[config.mk]
export PLATFORM = sky130hd
export DESIGN_NAME = vip_discount_store
export DESIGN_NICKNAME = d
export VERILOG_FILES = /design/src/rtl/vip_discount_store_pkg.sv /design/src/rtl/vip_discount_store_div10_serial.sv /design/src/rtl/vip_discount_store.sv
export SDC_FILE = /design/constraint.sdc
export NUM_CORES = 1
export LEC_CHECK = 0
export CORE_ASPECT_RATIO = 1.5
export CORE_MARGIN = 2
export CORE_UTILIZATION = 53
export CTS_BUF_LIST = sky130_fd_sc_hd__clkbuf_4
export DETAILED_ROUTE_END_ITERATION = 10
export GPL_ROUTABILITY_DRIVEN = 0
export PLACE_DENSITY_LB_ADDON = 0.05
export SETUP_SLACK_MARGIN = 0.02
export SYNTH_ARGS = -nofsm -noshare
export SYNTH_HDL_FRONTEND = slang
export SYNTH_HIERARCHICAL = 1
export SYNTH_SLANG_ARGS = --single-unit
[constraint.sdc]
create_clock -name clk -period 6.3 [get_ports clk]
set_input_delay 1.26 -clock clk [delete_from_list [all_inputs] [get_ports clk]]
set_output_delay 1.26 -clock clk [all_outputs]
set_load 0.05 [all_outputs]
[src/rtl/vip_discount_store_pkg.sv]
// Shared definitions for the VIP discount store and the manager VIP menu:
// manager command encodings, compute FSM states, default parameter values
// and the legality check for a requested discount factor.
package vip_discount_store_pkg;

  localparam int unsigned PRICE_W_DEF  = 14;
  localparam int unsigned OFF_NONE_DEF = 10;
  localparam int unsigned CNT_MAX_DEF  = 99;

  typedef enum logic [1:0] {
    CMD_NONE = 2'b00,
    CMD_REV  = 2'b01,
    CMD_RSV  = 2'b10,
    CMD_SET  = 2'b11
  } cmd_e;

  typedef enum logic [1:0] {
    ST_IDLE,
    ST_MUL,
    ST_DIV,
    ST_DONE
  } state_e;

  // A settable factor is a real discount: 1 .. off_none-1.
  function automatic logic off_legal(input logic [4:0] value, input logic [4:0] off_none);
    return (value != 5'd0) && (value < off_none);
  endfunction

endpackage

[src/rtl/vip_discount_store_div10_serial.sv]
// Serial restoring divider by 10, one quotient bit per clock, MSB first.
// Ports:
//   clk, rst   clock, synchronous active-high reset (aborts a division)
//   start      load dividend and begin; ignored bits of a running division
//   dividend   W-bit unsigned value to divide
//   busy       division in progress
//   done       1-cycle pulse, quotient valid (W cycles after start is sampled)
//   quotient   floor(dividend/10), held until the next start
module div10_serial #(
  parameter int unsigned W = 18
) (
  input  logic         clk,
  input  logic         rst,
  input  logic         start,
  input  logic [W-1:0] dividend,
  output logic         busy,
  output logic         done,
  output logic [W-1:0] quotient
);

  localparam int unsigned CW = $clog2(W);
  localparam logic [CW-1:0] LAST = CW'(W - 1);

  logic [4:0]    rem;
  logic [W-1:0]  q;
  logic [CW-1:0] cnt;
  logic [5:0]    trial;
  logic          ge;
  logic [4:0]    rem_nxt;

  // Remainder stays below 10, so the shifted trial value fits in 6 bits.
  always_comb begin
    trial   = {rem, q[W-1]};
    ge      = (trial >= 6'd10);
    rem_nxt = ge ? 5'(trial - 6'd10) : trial[4:0];
  end

  always_ff @(posedge clk) begin
    if (rst) begin
      busy <= 1'b0;
      done <= 1'b0;
      rem  <= '0;
      q    <= '0;
      cnt  <= '0;
    end else begin
      done <= 1'b0;
      if (start) begin
        busy <= 1'b1;
        rem  <= '0;
        q    <= dividend;
        cnt  <= '0;
      end else if (busy) begin
        q   <= {q[W-2:0], ge};
        rem <= rem_nxt;
        if (cnt == LAST) begin
          busy <= 1'b0;
          done <= 1'b1;
        end else begin
          cnt <= cnt + 1'b1;
        end
      end
    end
  end

  assign quotient = q;

endmodule

[src/rtl/vip_discount_store.sv]
// VIP discount store: holds the VIP discount factor, applies manager
// set/revive commands, and computes price*off/10 for checkout with a fixed
// 23-cycle latency (4-cycle shift-add multiply, 18-cycle serial divide).
// Counts discounted VIP sales, saturating at CNT_MAX.
// Ports:
//   clk, rst        clock, synchronous active-high reset
//   en, wr_cmd      manager command strobe and code (00 none, 11 set, 01 revive, 10 reserved)
//   vip_off_i       factor for a set command (legal 1..9)
//   vip_off_o       current factor, to manager display
//   wr_err          1-cycle pulse for illegal set value or reserved command
//   req_valid/ready checkout request handshake (ready only when idle)
//   req_price       list price; req_is_vip selects the VIP factor
//   resp_valid      1-cycle pulse, resp_price valid (held until next pulse)
//   vip_cnt         saturating count of discounted VIP sales
module vip_discount_store
  import vip_discount_store_pkg::*;
#(
  parameter int unsigned PRICE_W  = PRICE_W_DEF,
  parameter int unsigned OFF_NONE = OFF_NONE_DEF,
  parameter int unsigned CNT_MAX  = CNT_MAX_DEF
) (
  input  logic               clk,
  input  logic               rst,
  input  logic               en,
  input  logic [1:0]         wr_cmd,
  input  logic [4:0]         vip_off_i,
  output logic [4:0]         vip_off_o,
  output logic               wr_err,
  input  logic               req_valid,
  output logic               req_ready,
  input  logic [PRICE_W-1:0] req_price,
  input  logic               req_is_vip,
  output logic               resp_valid,
  output logic [PRICE_W-1:0] resp_price,
  output logic [6:0]         vip_cnt
);

  localparam int unsigned P_W = PRICE_W + 4;

  state_e         state, state_nxt;
  cmd_e           cmd;
  logic [P_W-1:0] mcand, acc, acc_nxt;
  logic [3:0]     fac_sh, fac_l, fac_sel;
  logic           vip_l;
  logic [1:0]     mul_cnt;
  logic           div_start, div_busy, div_done;
  logic [P_W-1:0] div_q;

  assign cmd     = cmd_e'(wr_cmd);
  assign fac_sel = req_is_vip ? 4'(vip_off_o) : 4'(OFF_NONE);
  assign acc_nxt = acc + (fac_sh[0] ? mcand : '0);

  // State register
  always_ff @(posedge clk) begin
    if (rst) state <= ST_IDLE;
    else     state <= state_nxt;
  end

  // The divider is started in the last MUL cycle with the final partial sum,
  // so its 18 steps run in DIV and DONE lands exactly 23 edges after accept.
  always_comb begin
    state_nxt  = state;
    req_ready  = 1'b0;
    resp_valid = 1'b0;
    div_start  = 1'b0;
    case (state)
      ST_IDLE: begin
        req_ready = 1'b1;
        if (req_valid) state_nxt = ST_MUL;
      end
      ST_MUL: begin
        if (mul_cnt == 2'd3) begin
          div_start = 1'b1;
          state_nxt = ST_DIV;
        end
      end
      ST_DIV: begin
        if (div_done) state_nxt = ST_DONE;
      end
      ST_DONE: begin
        resp_valid = 1'b1;
        state_nxt  = ST_IDLE;
      end
      default: state_nxt = ST_IDLE;
    endcase
  end

  // Request latch and shift-add multiply (LSB of the factor first)
  always_ff @(posedge clk) begin
    if (rst) begin
      mcand      <= '0;
      acc        <= '0;
      fac_sh     <= '0;
      fac_l      <= '0;
      vip_l      <= 1'b0;
      mul_cnt    <= '0;
      resp_price <= '0;
    end else begin
      case (state)
        ST_IDLE: begin
          if (req_valid) begin
            mcand   <= P_W'(req_price);
            acc     <= '0;
            fac_sh  <= fac_sel;
            fac_l   <= fac_sel;
            vip_l   <= req_is_vip;
            mul_cnt <= '0;
          end
        end
        ST_MUL: begin
          acc     <= acc_nxt;
          mcand   <= mcand << 1;
          fac_sh  <= fac_sh >> 1;
          mul_cnt <= mul_cnt + 2'd1;
        end
        ST_DIV: begin
          if (div_done) resp_price <= PRICE_W'(div_q);
        end
        default: ;
      endcase
    end
  end

  div10_serial #(
    .W(P_W)
  ) u_div (
    .clk     (clk),
    .rst     (rst),
    .start   (div_start),
    .dividend(acc_nxt),
    .busy    (div_busy),
    .done    (div_done),
    .quotient(div_q)
  );

  // Manager commands and sale counter; revive overrides a same-cycle increment.
  always_ff @(posedge clk) begin
    if (rst) begin
      vip_off_o <= 5'(OFF_NONE);
      wr_err    <= 1'b0;
      vip_cnt   <= '0;
    end else begin
      wr_err <= 1'b0;
      if (en) begin
        case (cmd)
          CMD_SET: begin
            if (off_legal(vip_off_i, 5'(OFF_NONE))) vip_off_o <= vip_off_i;
            else                                    wr_err    <= 1'b1;
          end
          CMD_REV:  vip_off_o <= 5'(OFF_NONE);
          CMD_RSV:  wr_err    <= 1'b1;
          CMD_NONE: ;
          default:  ;
        endcase
      end
      if (en && cmd == CMD_REV) begin
        vip_cnt <= '0;
      end else if (state == ST_DONE && vip_l && fac_l < 4'(OFF_NONE) &&
                   vip_cnt < 7'(CNT_MAX) && !div_busy) begin
        vip_cnt <= vip_cnt + 7'd1;
      end
    end
  end

endmodule

==> flow_summary.yaml, run 1 <==
run:
  cap_violations: 0
finish:
  regArea_mm2: 0.00210
  drive_gt1_share_pct: 7.43
  design_area_mm2: 0.00599
  num_antenna_cells: 0
  final_util_pct: 61.4
  num-fill-cells: 898
  nNetsFinal: 694
  area_growth_syn_to_layout_pct: 12.2
  multiInputGateArea_mm2: 0.00300
drt:
  routed-via-count: 4266
  final_antenna_net_count: 0
  drc: 0
  top_layer: "met4"
  drt_first_pass_iters: 4
  drt_iter0_drc: 117
  vias_per_cell: 5.61
  wl_met1_mm: 5.05
  finalWirelength_mm: 10.8
  wl_met3_um: 302
  routedWlPerCell_um: 14.2
  met2_length_mm: 5.33
global_routing:
  grt-ovfl-total: 0
  grt_pass1_vias: 4062
  grt_pass1_wl_mm: 18.2
  grt_max_degree: 60
  antenna_found_initial: 0
  grt_usage_pct: 20.3
cts:
  htreeDepth: 3
  cts_buffer_depth: 2
  clk_latency_ns: 0.46
  clock-sinks: 105
  hold_buffers: 0
  cts_setup_buffers: 0
  ctsResizeCount: 0
  cts_tree: "built"
  cts-root-buf: "clkbuf_4"
  numCtsBuffers: 9
  clkTransAtPathRegs_ns: 0.16
power:
  powerDensity_mw_per_mm2: 253
  switchingPower_uw: 546
  internal_power_uw: 971
  swShare_pct: 36.0
  clkPwrFrac_pct: 20.3
  vdd_ir_drop_max_uv: 179
  p_leak_uw: 0.00231
  p_comb_share_pct: 28.1
  power_uw: 1520
  sequentialPowerShare_pct: 51.6
setup_path:
  crit_start: "state[0]"
  critPathTopFamily: "buffers and inverters"
  cp.arrival_ns: 2.09
  timing.rr.start: "fac_sh[0]"
  rr_worst_depth: 12
  crit_buf_inv: 2
  reg2reg_to: "u_div/quotient[16]"
  end_kind: "output pin"
  crit_path_max_fanout: 8
  endpoint: "req_ready"
  crit_chain: "inv_1, ha_1, clkdlybuf4s50_1"
  critPathKind: "flop to output pin"
  required_ns: 5.04
  critPathLaunchType: "flop"
  max_stage_delay_ns: 0.86
  reg2reg_slack_ns: 3.29
  slowest_stage: "clkdlybuf4s50_1"
  cp_num_cells: 3
die:
  core-area_mm2: 0.00974
  fp-row-count: 44
  floorplan.die_area_mm2: 0.0109
  initial_core_util_pct: 54.8
  die_h_um: 127
  io_pins: 55
  die_w_um: 85.9
yosys:
  postSynthCellCount: 605
  yosys_warnings: 6
  syn_area_mm2: 0.00534
  synth_fp_nets: 658
  syn_area_per_cell_um2: 8.82
sta:
  fin_tns_setup_ns: 0
  fmax_mhz: 298
  grt_setup_unrepaired: "false"
  hold_violations: 0
  holdWs_ns: 0.466
  fin_crit_ns: 3.35
  maxSlewViolCount: 0
  setup_viol: 0
  tightest_slew_ns: 1.04
  fin_skew_ns: 0.0120
  finalCritPeriodShare_pct: 53.2
  maxSlewHeadroom_pct: 30.7
placed_design:
  placed_cell_area_mm2: 0.00587
  post-dp-hpwl_mm: 7.99
  portBuffers: 54
worst_hold_path:
  worst_hold_path_type: "flop to flop"
outcome:
  status: "finished, final reports clean"
-- worst register-to-register path, stage by stage (launching register included) --
cell,delay [ns]
dfxtp_1,0.68
and2_1,0.21
ha_1,0.16
inv_1,0.05
fa_1,0.40
nor2b_1,0.17
o31a_1,0.21
a21oi_1,0.15
o31ai_1,0.38
a31oi_1,0.15
xnor2_1,0.16
mux2i_1,0.14
nor2_1,0.05
-- worst min-delay path by stage --
stage,from,endpoint,slack [ns],depth (start not counted)
floorplan,fac_sh[1],fac_sh[1],0.43,2
global placement,fac_sh[1],fac_sh[1],0.44,2
detailed placement,resp_price[12],resp_price[12],0.45,2
CTS,resp_price[12],resp_price[12],0.47,2
global route,u_div/quotient[1],resp_price[1],0.49,2
finish,resp_price[10],resp_price[10],0.47,2
-- layout by cell type (no fill, tap or decap), types with 3 or more instances in the layout --
cell type	n
ha_1	26
nor3b_1	4
and3_1	3
a21oi_1	43
and2_1	19
a21o_1	7
a31oi_1	8
nor2_1	78
clkdlybuf4s50_1	53
dfxtp_1	105
buf_4	5
inv_1	15
nand2_1	59
o21ai_0	15
o21bai_1	3
nand3_1	6
a22oi_1	13
mux2i_1	34
a211oi_1	17
nand4_1	5
a22o_1	10
xnor2_1	15
xor2_1	7
nor3_1	8
mux2_2	17
clkbuf_4	9
nor2b_1	10
o21ai_1	3
-- registers in the layout, summed over array words and instances, names as in the netlist --
register and cells:
acc 18, mcand 18, u_div/quotient 18, resp_price 14, vip_cnt 7, u_div/cnt 5
u_div/rem 5, vip_off_o 5, fac_sh 4, fac_l 3, mul_cnt 2, state 2
u_div/busy 1, u_div/done 1, vip_l 1, wr_err 1
-- per-stage QoR --
stage / std cells / setup slack [ns]
final: 761 / 2.95
after global routing: 761 / 2.81
after CTS: 761 / 2.90
after detailed placement: 745 / 3.17
after global placement: 745 / 3.22
after floorplan: 605 / 3.50
-- routing by layer --
layer / global-route usage (%) / vias up
li1: - / 2201
met1: 25.8 / 2000
met2: 34.8 / 54
met3: 3.58 / 11
met4: 6.26 / 0
met5: 0 / -
-- area by class of cell --
cell class / count / share of cell area, %
multi-input combinational: 451 / 50.1
inverter: 15 / 0.940
clock inverter: 7 / 0.773
timing repair buffer: 59 / 9.57
tap: 115 / 2.40
clock buffer: 9 / 1.13
sequential: 105 / 35.1
-- power groups by stage --
stage	combinational [uW]	clock (uW)	sequential, uW
after floorplan	343	0	776
after global placement	419	0	796
after detailed placement	429	0	799
after CTS	430	319	784
after global routing	482	338	794
final	427	307	783
Note: power is estimated with default switching activity, not from simulation.
==> run 2, diff against run 1 <==
==> constraint.sdc (replaced) <==
create_clock -name clk -period 3.05 [get_ports clk]
set_input_delay 0.61 -clock clk [delete_from_list [all_inputs] [get_ports clk]]
set_output_delay 0.61 -clock clk [all_outputs]
set_load 0.05 [all_outputs]
==> run 2 against run 1 <==
Net effect:
- core utilization rose by 1.1 points
- sequential share of layout area fell by 0.62 points
- cell count rose by 0.66%
- register-to-register slack got worse by 3.0 ns
- sequential cell count did not move
==> flow_summary.yaml, run 2 (synthesized netlist as in run 1, its figures left out) <==
power:
  p_comb_share_pct: 26.8
  powerDensity_mw_per_mm2: 562
  sequentialPowerShare_pct: 46.9
  switchingPower_uw: 1140
  clkPwrFrac_pct: 26.3
  swShare_pct: 33.2
  vdd_ir_drop_max_uv: 315
  p_leak_uw: 0.00238
  internal_power_uw: 2290
die:
  die_w_um: 85.9
  die_h_um: 127
  io_pins: 55
  fp-row-count: 44
  core-area_mm2: 0.00974
  floorplan.die_area_mm2: 0.0109
  initial_core_util_pct: 54.8
outcome:
  status: "finished, final reports clean"
placed_design:
  dp.cells: 750
  post-dp-hpwl_mm: 8.16
  portBuffers: 54
setup_path:
  required_ns: 2.44
  critPathKind: "flop to output pin"
  cp.arrival_ns: 2.14
  end_kind: "output pin"
  crit_path_max_fanout: 8
  critPathLaunchType: "flop"
sta:
  setup_viol: 0
  fin_crit_ns: 2.75
  maxSlewHeadroom_pct: 36.2
  fin_skew_ns: 0.0158
  fmax_mhz: 363
  tightest_slew_ns: 0.953
  maxSlewViolCount: 0
  grt_setup_unrepaired: "false"
  finalCritPeriodShare_pct: 90.2
  fin_tns_setup_ns: 0
  hold_violations: 0
cts:
  cts_buffer_depth: 2
  htreeDepth: 3
  cts-root-buf: "clkbuf_4"
  numCtsBuffers: 9
  clock-sinks: 105
  clkTransAtPathRegs_ns: 0.15
  hold_buffers: 0
  cts_tree: "built"
  clk_latency_ns: 0.47
finish:
  area_growth_syn_to_layout_pct: 14.3
  finalNonFillerCells: 766
  final_common_cell: "dfxtp_1"
  final_cell_mix: "dfxtp_1, nor2_1, nand2_1"
  num-fill-cells: 892
  num_antenna_cells: 0
  nNetsFinal: 699
  drive_gt1_share_pct: 8.45
global_routing:
  antenna_found_initial: 0
  grt_pass1_vias: 4123
  grt_pass1_wl_mm: 18.6
  grt_usage_pct: 20.8
  grt-ovfl-total: 0
  grt_max_degree: 30
drt:
  finalWirelength_mm: 11.0
  final_antenna_net_count: 0
  routed-via-count: 4341
  drt_first_pass_iters: 4
  drt_iter0_drc: 138
  drc: 0
  routedWlPerCell_um: 14.4
  vias_per_cell: 5.67
run:
  cap_violations: 0
worst_hold_path:
  worst_hold_path_type: "flop to flop"
-- run 2: changes by cell type in the layout (fill, tap and decap cells not counted) --
cell,delta
dfxtp_2,+1
buf_4,+5
clkinvlp_4,-2
bufinv_16,+3
dfxtp_1,-1
clkinv_1,-1
clkinv_2,-1
inv_6,-1
clkbuf_4,+2
-- run 2: routing by layer --
layer  vias to the layer above  GRT usage [%]  wire [um]
met5                         -              0          0
met4                         0           9.80        258
met3                        19           2.15        264
met2                        62           35.1       5420
met1                      2053           26.3       5070
li1                       2207              -          -
-- run 2: cell type report --
class                      instances  area (um^2)  area share (%)
timing repair buffer              64          611            10.0
clock inverter                     5          104            1.70
sequential                       105         2100            34.5
inverter                          15         56.3           0.923
tap                              115          144            2.36
clock buffer                      11         82.6            1.35
multi-input combinational        451         3000            49.2
-- run 2: power by group through the flow --
stage / sequential [uW] / combinational (uW) / clock (uW)
after detailed placement: 1640 / 924 / 0
after floorplan: 1600 / 709 / 0
final: 1610 / 917 / 901
after CTS: 1610 / 930 / 922
after global routing: 1630 / 1020 / 974
after global placement: 1630 / 902 / 0
-- run 2: per-stage QoR --
| step | util (%) | worst slack [ns] | total power [uW] | instance area, um^2 | hold WS (ns) |
|---|---|---|---|---|---|
| after floorplan | - | 0.251 | 2310 | 5340 | 0.433 |
| after global placement | 60.7 | 0.300 | 2540 | 5910 | 0.440 |
| after detailed placement | 60.7 | 0.221 | 2560 | 5910 | 0.447 |
| after CTS | 62.6 | 0.194 | 3460 | 6100 | 0.466 |
| after global routing | 62.6 | 0.0925 | 3620 | 6100 | 0.485 |
| final | 62.6 | 0.298 | 3430 | 6100 | 0.462 |
-- run 2: timing repair --
action | in CTS | in global routing
gates resized for setup | 0 | 1
setup buffers | 0 | 0
setup endpoints to repair | 0 | 2
-- run 2: path summary, 6_finish.rpt --
kind / end / cells after the start / from / slack, ns
max: req_ready / 3 / state[0] / 0.30
min: resp_price[9] / 2 / resp_price[9] / 0.46
max reg2reg: u_div/quotient[16] / 12 / fac_sh[0] / 0.34
min reg2reg: resp_price[9] / 2 / resp_price[9] / 0.46
-- run 2: worst max-delay path, stage by stage, from the launching register on --
cell and delay, ns:
dfxtp_1 0.37, inv_1 0.09, ha_1 0.34, clkdlybuf4s50_1 0.87
==> run 3, diff against run 2 <==
--- a/config.mk
+++ b/config.mk
@@ -6,7 +6,7 @@
 export NUM_CORES = 1
 export LEC_CHECK = 0
 export CORE_ASPECT_RATIO = 1.5
-export CORE_MARGIN = 2
+export CORE_MARGIN = 4
 export CORE_UTILIZATION = 53
 export CTS_BUF_LIST = sky130_fd_sc_hd__clkbuf_4
 export DETAILED_ROUTE_END_ITERATION = 10
==> run 3 against run 2 <==
Net effect:
- wire length is 1.4% higher
- non-clock buffer count shrank 2
- count of clock-buffer cells in the layout fell by 2
- global-route usage decreased by 1.2 points
- critical path type is now flop to flop
- largest cell class unchanged
==> flow_summary.yaml, run 3 (synthesized netlist as in run 1, its figures left out) <==
setup_path:
  required_ns: 3.40
  end_kind: "flop"
  critPathKind: "flop to flop"
  critPathLaunchType: "flop"
  cp.arrival_ns: 3.21
  crit_path_max_fanout: 4
cts:
  htreeDepth: 3
  cts_buffer_depth: 2
  clkTransAtPathRegs_ns: 0.16
  cts-root-buf: "clkbuf_4"
  clock-sinks: 105
  cts_tree: "built"
  clk_latency_ns: 0.47
  ctsResizeCount: 0
  hold_buffers: 0
  cts_setup_buffers: 0
  numCtsBuffers: 9
global_routing:
  antenna_found_initial: 1
  grt_usage_pct: 19.6
  grt-ovfl-total: 0
  grt_pass1_vias: 4160
  grt_max_degree: 51
  grt_pass1_wl_mm: 19.1
finish:
  design_area_mm2: 0.00605
  final_common_cell: "dfxtp_1"
  final_util_pct: 62.1
  num-fill-cells: 864
  nNetsFinal: 697
  final_cell_mix: "dfxtp_1, nor2_1, nand2_1"
  area_growth_syn_to_layout_pct: 13.3
  multiInputGateArea_mm2: 0.00300
  drive_gt1_share_pct: 7.86
  regArea_mm2: 0.00210
sta:
  grt_setup_unrepaired: "false"
  hold_violations: 0
  fin_crit_ns: 2.86
  fin_skew_ns: 0.00828
  holdWs_ns: 0.462
  maxSlewHeadroom_pct: 39.0
  maxSlewViolCount: 0
  setup_viol: 0
  tightest_slew_ns: 0.912
  finalCritPeriodShare_pct: 93.7
  fin_tns_setup_ns: 0
  fmax_mhz: 350
die:
  core-area_mm2: 0.00974
  die_w_um: 89.9
  io_pins: 55
  die_h_um: 131
  fp-row-count: 44
  initial_core_util_pct: 54.8
  floorplan.die_area_mm2: 0.0118
worst_hold_path:
  worst_hold_path_type: "flop to flop"
drt:
  finalWirelength_mm: 11.2
  routedWlPerCell_um: 14.6
  final_antenna_net_count: 0
  drt_first_pass_iters: 4
  drt_iter0_drc: 125
  drc: 0
  vias_per_cell: 5.59
  routed-via-count: 4278
power:
  p_leak_uw: 0.00234
  vdd_ir_drop_max_uv: 319
  powerDensity_mw_per_mm2: 537
placed_design:
  placed_cell_area_mm2: 0.00591
  portBuffers: 54
  post-dp-hpwl_mm: 8.30
outcome:
  status: "finished, final reports clean"
run:
  cap_violations: 0
[run 3: cell count changes in the layout (fill, tap and decap cells not counted), sizes merged]
cell      previous run  this run
clkbuf              11         9
buf                 11         9
bufinv               3         1
clkinvlp             0         2
clkinv               2         3
inv                 15        16
diode                0         1
[run 3: layer usage]
metal  GRT usage [%]  vias to the layer above  part of all wire [%]
li1                -                     2208                     -
met1            23.9                     2000                    46
met2            35.0                       55                    50
met3            2.81                       15                   2.6
met4            8.03                        0                   1.6
met5               0                        -                     0
[run 3: final cells by class]
class                   count  area share (%)
inverters                  15           0.931
clock inverters             7            1.16
diodes                      1          0.0414
multi-input cells         451            49.6
flip-flops and latches    105            34.8
repair buffers             62            10.1
well taps                 115            2.38
clock buffers               9            1.12
[run 3: per-stage QoR]
| stage | power [uW] | cells | setup slack (ns) |
|---|---|---|---|
| 2_1_floorplan | 2310 | 605 | 0.251 |
| 3_3_place_gp | 2540 | 748 | 0.407 |
| 3_5_place_dp | 2560 | 748 | 0.245 |
| 4_1_cts | 3280 | 764 | 0.226 |
| 5_1_grt | 3460 | 765 | 0.0439 |
| 6_report | 3250 | 765 | 0.194 |
[run 3: path summary, 6_finish.rpt]
kind              cells past startpoint  slack [ns]           from                 end
setup / recovery                     12        0.19       mcand[0]  u_div/quotient[16]
setup reg to reg                     12        0.19       mcand[0]  u_div/quotient[16]
hold / removal                        2        0.46  resp_price[9]       resp_price[9]
hold reg to reg                       2        0.46  resp_price[9]       resp_price[9]
[run 3: worst max-delay path: stages, from the launching register on]
cell and delay, ns:
dfxtp_1 0.39, and2_1 0.13, ha_1 0.16, inv_1 0.05, fa_1 0.40, nor2b_1 0.19, o31a_1 0.20, a21oi_1 0.15
o31ai_1 0.52, a31oi_1 0.18, xnor2_1 0.17, mux2i_1 0.13, nor2_1 0.05
[run 3: where the power goes]
group / internal (uW) / switching [uW]
clock network: 250 / 473
logic: 350 / 575
registers: 1500 / 99.4
